### src/rtl/avr_cmd_seq.sv
// avr_cmd_seq: decodes AVR command strobes and runs clock-timed SRAM read/write cycles.
// Strobes are decoded from a registered FSM, so setup and hold come from the clock rather than the AVR's pins.
module avr_cmd_seq #(
  parameter int ADDR_W   = 21,
  parameter int DATA_W   = 8,
  parameter int WAIT_CYC = 2
) (
  input  logic              clk,
  input  logic              reset_n,
  input  logic [2:0]        cmd,
  input  logic              cmd_stb,
  input  logic              si,
  input  logic [DATA_W-1:0] wdata,
  output logic [DATA_W-1:0] rdata,
  output logic              busy,
  output logic [ADDR_W-1:0] sram_addr,
  output logic [DATA_W-1:0] sram_dout,
  input  logic [DATA_W-1:0] sram_din,
  output logic              sram_dq_oe,
  output logic              sram_ce_n,
  output logic              sram_oe_n,
  output logic              sram_we_n
);

  localparam logic [2:0] CMD_SHIFT     = 3'd1;
  localparam logic [2:0] CMD_READ      = 3'd2;
  localparam logic [2:0] CMD_WRITE     = 3'd3;
  localparam logic [2:0] CMD_READ_INC  = 3'd4;
  localparam logic [2:0] CMD_WRITE_INC = 3'd5;
  localparam logic [2:0] CMD_CLR_ADDR  = 3'd6;
  localparam logic [3:0] WAIT_LAST     = 4'(WAIT_CYC);

  typedef enum logic [1:0] {S_IDLE, S_SETUP, S_STROBE, S_HOLD} state_t;

  state_t            r_state;
  state_t            w_nextState;
  logic [3:0]        r_waitCnt;
  logic              r_isWrite;
  logic              r_isInc;
  logic [ADDR_W-1:0] r_addr;
  logic [DATA_W-1:0] r_rdata;
  logic [DATA_W-1:0] r_dout;
  logic              w_accept;
  logic              w_startCycle;
  logic              w_startWrite;
  logic              w_lastStrobe;

  assign w_accept     = cmd_stb && (r_state == S_IDLE);
  assign w_startCycle = w_accept && (cmd inside {CMD_READ, CMD_WRITE, CMD_READ_INC, CMD_WRITE_INC});
  assign w_startWrite = (cmd == CMD_WRITE) || (cmd == CMD_WRITE_INC);
  assign w_lastStrobe = (r_state == S_STROBE) && (r_waitCnt == WAIT_LAST);

  always_ff @(posedge clk or negedge reset_n) begin
    if (!reset_n) begin
      r_state <= S_IDLE;
    end else begin
      r_state <= w_nextState;
    end
  end

  always_comb begin
    w_nextState = r_state;
    case (r_state)
      S_IDLE:   if (w_startCycle) w_nextState = S_SETUP;
      S_SETUP:  w_nextState = S_STROBE;
      S_STROBE: if (w_lastStrobe) w_nextState = S_HOLD;
      S_HOLD:   w_nextState = S_IDLE;
      default:  w_nextState = S_IDLE;
    endcase
  end

  // Reads never enable the data driver, so oe_n low and dq_oe high cannot coincide.
  always_comb begin
    busy       = 1'b0;
    sram_ce_n  = 1'b1;
    sram_oe_n  = 1'b1;
    sram_we_n  = 1'b1;
    sram_dq_oe = 1'b0;
    case (r_state)
      S_SETUP: begin
        busy       = 1'b1;
        sram_ce_n  = 1'b0;
        sram_dq_oe = r_isWrite;
      end
      S_STROBE: begin
        busy       = 1'b1;
        sram_ce_n  = 1'b0;
        sram_oe_n  = r_isWrite;
        sram_we_n  = !r_isWrite;
        sram_dq_oe = r_isWrite;
      end
      S_HOLD: begin
        busy       = 1'b1;
        sram_dq_oe = r_isWrite;
      end
      default: ;
    endcase
  end

  always_ff @(posedge clk or negedge reset_n) begin
    if (!reset_n) begin
      r_waitCnt <= 4'd0;
    end else if (r_state == S_STROBE) begin
      r_waitCnt <= r_waitCnt + 4'd1;
    end else begin
      r_waitCnt <= 4'd0;
    end
  end

  // Cycle attributes are captured once at accept and held until the next accept.
  always_ff @(posedge clk or negedge reset_n) begin
    if (!reset_n) begin
      r_isWrite <= 1'b0;
      r_isInc   <= 1'b0;
      r_dout    <= '0;
      r_rdata   <= '0;
      r_addr    <= '0;
    end else begin
      if (w_startCycle) begin
        r_isWrite <= w_startWrite;
        r_isInc   <= (cmd == CMD_READ_INC) || (cmd == CMD_WRITE_INC);
        if (w_startWrite) r_dout <= wdata;
      end
      if (w_lastStrobe && !r_isWrite) r_rdata <= sram_din;
      if (w_accept && (cmd == CMD_SHIFT)) begin
        r_addr <= {r_addr[ADDR_W-2:0], si};
      end else if (w_accept && (cmd == CMD_CLR_ADDR)) begin
        r_addr <= '0;
      end else if ((r_state == S_HOLD) && r_isInc) begin
        r_addr <= r_addr + ADDR_W'(1);
      end
    end
  end

  assign sram_addr = r_addr;
  assign sram_dout = r_dout;
  assign rdata     = r_rdata;

endmodule

### config.mk
export PLATFORM = sky130hd
export DESIGN_NAME = avr_cmd_seq
export DESIGN_NICKNAME = d
export VERILOG_FILES = /design/src/rtl/avr_cmd_seq.sv
export SDC_FILE = /design/constraint.sdc
export NUM_CORES = 1
export LEC_CHECK = 0
export BUFFER_PORTS_ARGS = -buffer_cell sky130_fd_sc_hd__buf_2
export CELL_PAD_IN_SITES_DETAIL_PLACEMENT = 1
export CELL_PAD_IN_SITES_GLOBAL_PLACEMENT = 1
export CORE_MARGIN = 1.5
export CORE_UTILIZATION = 37
export CTS_BUF_LIST = sky130_fd_sc_hd__clkbuf_4
export DETAILED_ROUTE_END_ITERATION = 8
export PLACE_DENSITY_LB_ADDON = 0.2
export SLEW_MARGIN = 10
export SYNTH_ARGS = -nofsm -noshare
export SYNTH_HDL_FRONTEND = slang
export SYNTH_SLANG_ARGS = --single-unit
### constraint.sdc
create_clock -name clk -period 1.7 [get_ports clk]
set_clock_uncertainty 0.05 [all_clocks]
set_input_delay 0 -clock clk [delete_from_list [all_inputs] [get_ports clk]]
set_output_delay 0 -clock clk [all_outputs]
set_load 0.02 [all_outputs]
==> impl_results.md <==
* DRT iter0 DRCs at 137
* Setup_tns at -0.110 ns
* Design Area, Final at 0.00392 mm^2
* Required @ worst endpoint at 1.94 ns
* Clock transition at path regs at 0.17 ns
* Vias in the first global route at 2785
* Post-synth EDFFs at 0
* Post-Syn Area at 0.00244 mm^2
* Setup violations, final at 5
* Layout cell share with drive strength beyond 1 at 46.4%
* Routability cong. at 0.880
* Failing checks: negative setup slack
* Max VDD drop at 0.000861 V
* WL/cell at 21.3 um
* Largest family of logic cells by synthesized area: simple AND/OR/NAND/NOR gates
* Die area at 0.00709 mm^2
* Netlist cell types at 49
* TritonCTS clock tree: done
* Clock Latency Late Sink at 0.38 ns
* IO Pins at 65
* Status: finished with violations
* Initial Utilization at 38.4%
* WS Path Type: reg -> reg
* Post-synthesis simple-gate area fraction at 19.2%
* PwrDens at 1330 mW/mm^2
* Root buffer cell: clkbuf_4
* Max Transition Viols Final at 0
* Die X at 84.2 um
* Aggregate global-route resource usage at 24.4%
* Synth Net Count at 281
* Worst-margin pin slew at 0.356 ns
* Cell taking the most area after synthesis: dfrtp_1
* Syn Inst Count at 251
* Syn-to-layout area delta at 60.5%
* Yosys top cell area share at 46.1%
* Leakage at 0.00189 uW
* Nature of the critical path startpoint: flop
* DRT antenna net count at 0
* Placed Area at 0.00322 mm^2
* First drt pass iteration count at 4
* Mux share of post-synthesis cell area at 7.79%
* DR vias at 2692
* RSZ-0062 raised after global routing: yes
* Slew HR at 76.2%
* Dpl hpwl at 5590 um
* Htree depth at 2
* Overflow after GRT at 0
* Post-layout util at 61.7%
* Total core area at 0.00635 mm^2
* Largest cells by area after synthesis: dfrtp_1, mux2_1, a21oi_1, nand2_1, ha_1
* Critical path peak fanout at 7
* Register area share after synthesis at 46.1%
* Ys flop type: dfrtp_1
* Compound-Gate Fraction of Synth Area at 17.7%
* Final Instance Count excl. Fillers at 472
* Final hold viol count at 0
* Adder-cell share of the synthesized area at 3.59%
* Maximum clock rate at 0.569 GHz
* IO Port Bufs at 64
* TritonCTS Buffers at 5
* Final period utilization at 103%
* Vias per cell at 5.70
* Dpl cells at 428
* Most frequent cells in the layout: buf_2, buf_4, dfrtp_1
* Async S/R FF share, synth at 100%
* Critical path capture point type: flop
* Crit path time final at 1.76 ns
* Pre-CTS WS at -0.200 ns
* CTS sink cnt at 45
* Number of antenna violations at the first check in global routing at 1
* Pin count of the biggest net entering global routing at 22
* Commonest non-fill, non-tap cell in the layout: buf_2
* Xor/xnor share of the synthesized area at 1.79%
* Nets at 423
* # DRC at 0
* Row count at 29
* Global-route wire length before repair at 13800 um
* Post-synthesis register bit count at 45
* WP data arrival at 2.00 ns
* Synthesis warning total at 0
* Max-cap check violation count at 0
* Hold WC Path Type: in -> async
* DIE HEIGHT at 84.2 um
* Average footprint of a synthesized cell at 9.73 um^2
* DRT Wirelength at 10100 um
* CTS Buffer Depth at 2
* Final setup margin at -0.0574 ns
* Filler cells at 719
## sequential cells by signal, indices dropped and copies added (netlist names)
signal	cells
r_waitCnt	4
sram_addr	21
r_isWrite	1
sram_dout	8
r_isInc	1
r_state	2
rdata	8
## path summary, 6_finish.rpt
path | from | end | slack, ns | cells after the start
worst max-delay path | sram_addr[1] | sram_addr[16] | -0.06 | 8
worst min-delay path | reset_n | sram_addr[19] | 0.08 | 3
worst max register to register | sram_addr[1] | sram_addr[16] | -0.06 | 8
worst min register to register | rdata[6] | rdata[6] | 0.46 | 1
max in group asynchronous | reset_n | sram_dout[5] | 0.81 | 3
min in group clk | cmd_stb | r_isInc | 0.14 | 6
## layer usage
layer / vias up / share of wire, % / track usage, %
li1: 1190 / - / -
met1: 1361 / 39 / 30.0
met2: 113 / 52 / 44.1
met3: 28 / 5.1 / 2.56
met4: 0 / 3.6 / 9.09
met5: - / 0 / 0
## power by group
part / switching (uW) / total, uW / internal, uW
combinational: 1520 / 2700 / 1180
sequential: 305 / 1750 / 1440
clock: 424 / 747 / 323
total: 2250 / 5190 / 2950
## timing repair
| action | 4_1_cts | 5_1_grt |
|---|---|---|
| gates resized for setup | 12 | 45 |
| pin swaps | 4 | 21 |
| endpoints found under the hold margin | 64 | 0 |
| setup endpoints to repair | 19 | 37 |
| gates cloned | 0 | 2 |
| setup buffers | 1 | 11 |
| hold buffers | 22 | 0 |
## cells in the mapped netlist (all sizes together) (5+ instances only)
| cell | count |
|---|---|
| ha | 7 |
| o21ai | 10 |
| nand4 | 6 |
| inv | 8 |
| and2 | 7 |
| buf | 8 |
| a21oi | 28 |
| nor3 | 6 |
| nor2 | 17 |
| a31oi | 6 |
| nand2 | 29 |
| nand3 | 8 |
| nor2b | 5 |
| dfrtp | 45 |
| mux2 | 16 |
## metrics by stage
stage / hold WS [ns] / total power [uW]
after CTS: 0.0282 / 4820
final: 0.0763 / 5190
after global routing: 0.101 / 5460
after floorplan: -0.346 / 2960
after detailed placement: -0.192 / 4000
after global placement: -0.201 / 3900
## logic make-up (layout without fill, tap and decap cells)
group / after synthesis / in the layout
compound gates: 68 / 68
mux: 17 / 17
simple gates: 90 / 90
xor+xnor: 5 / 5
other cells: 0 / 1
flops: 45 / 45
fa+ha+maj: 7 / 7
buf+inv: 19 / 162
## layout make-up
type / count / area [um^2] / share of cell area (%)
flip-flops and latches: 45 / 1130 / 28.8
repair buffers: 146 / 1100 / 28.1
clock buffers: 5 / 37.5 / 0.958
diodes: 1 / 2.50 / 0.0639
inverters: 8 / 30.0 / 0.767
well taps: 77 / 96.3 / 2.46
clock inverters: 3 / 50.0 / 1.28
multi-input cells: 187 / 1470 / 37.5
## critical path, cell delays in order, from the launching register on
cell and delay [ns]:
dfrtp_2 0.48, ha_1 0.24, nand2_1 0.14, nor2_4 0.08, buf_4 0.13, buf_4 0.12, a31oi_1 0.18, a21oi_1 0.07
nor2_1 0.19
No activity file was read; power rests on OpenSTA's default activity.
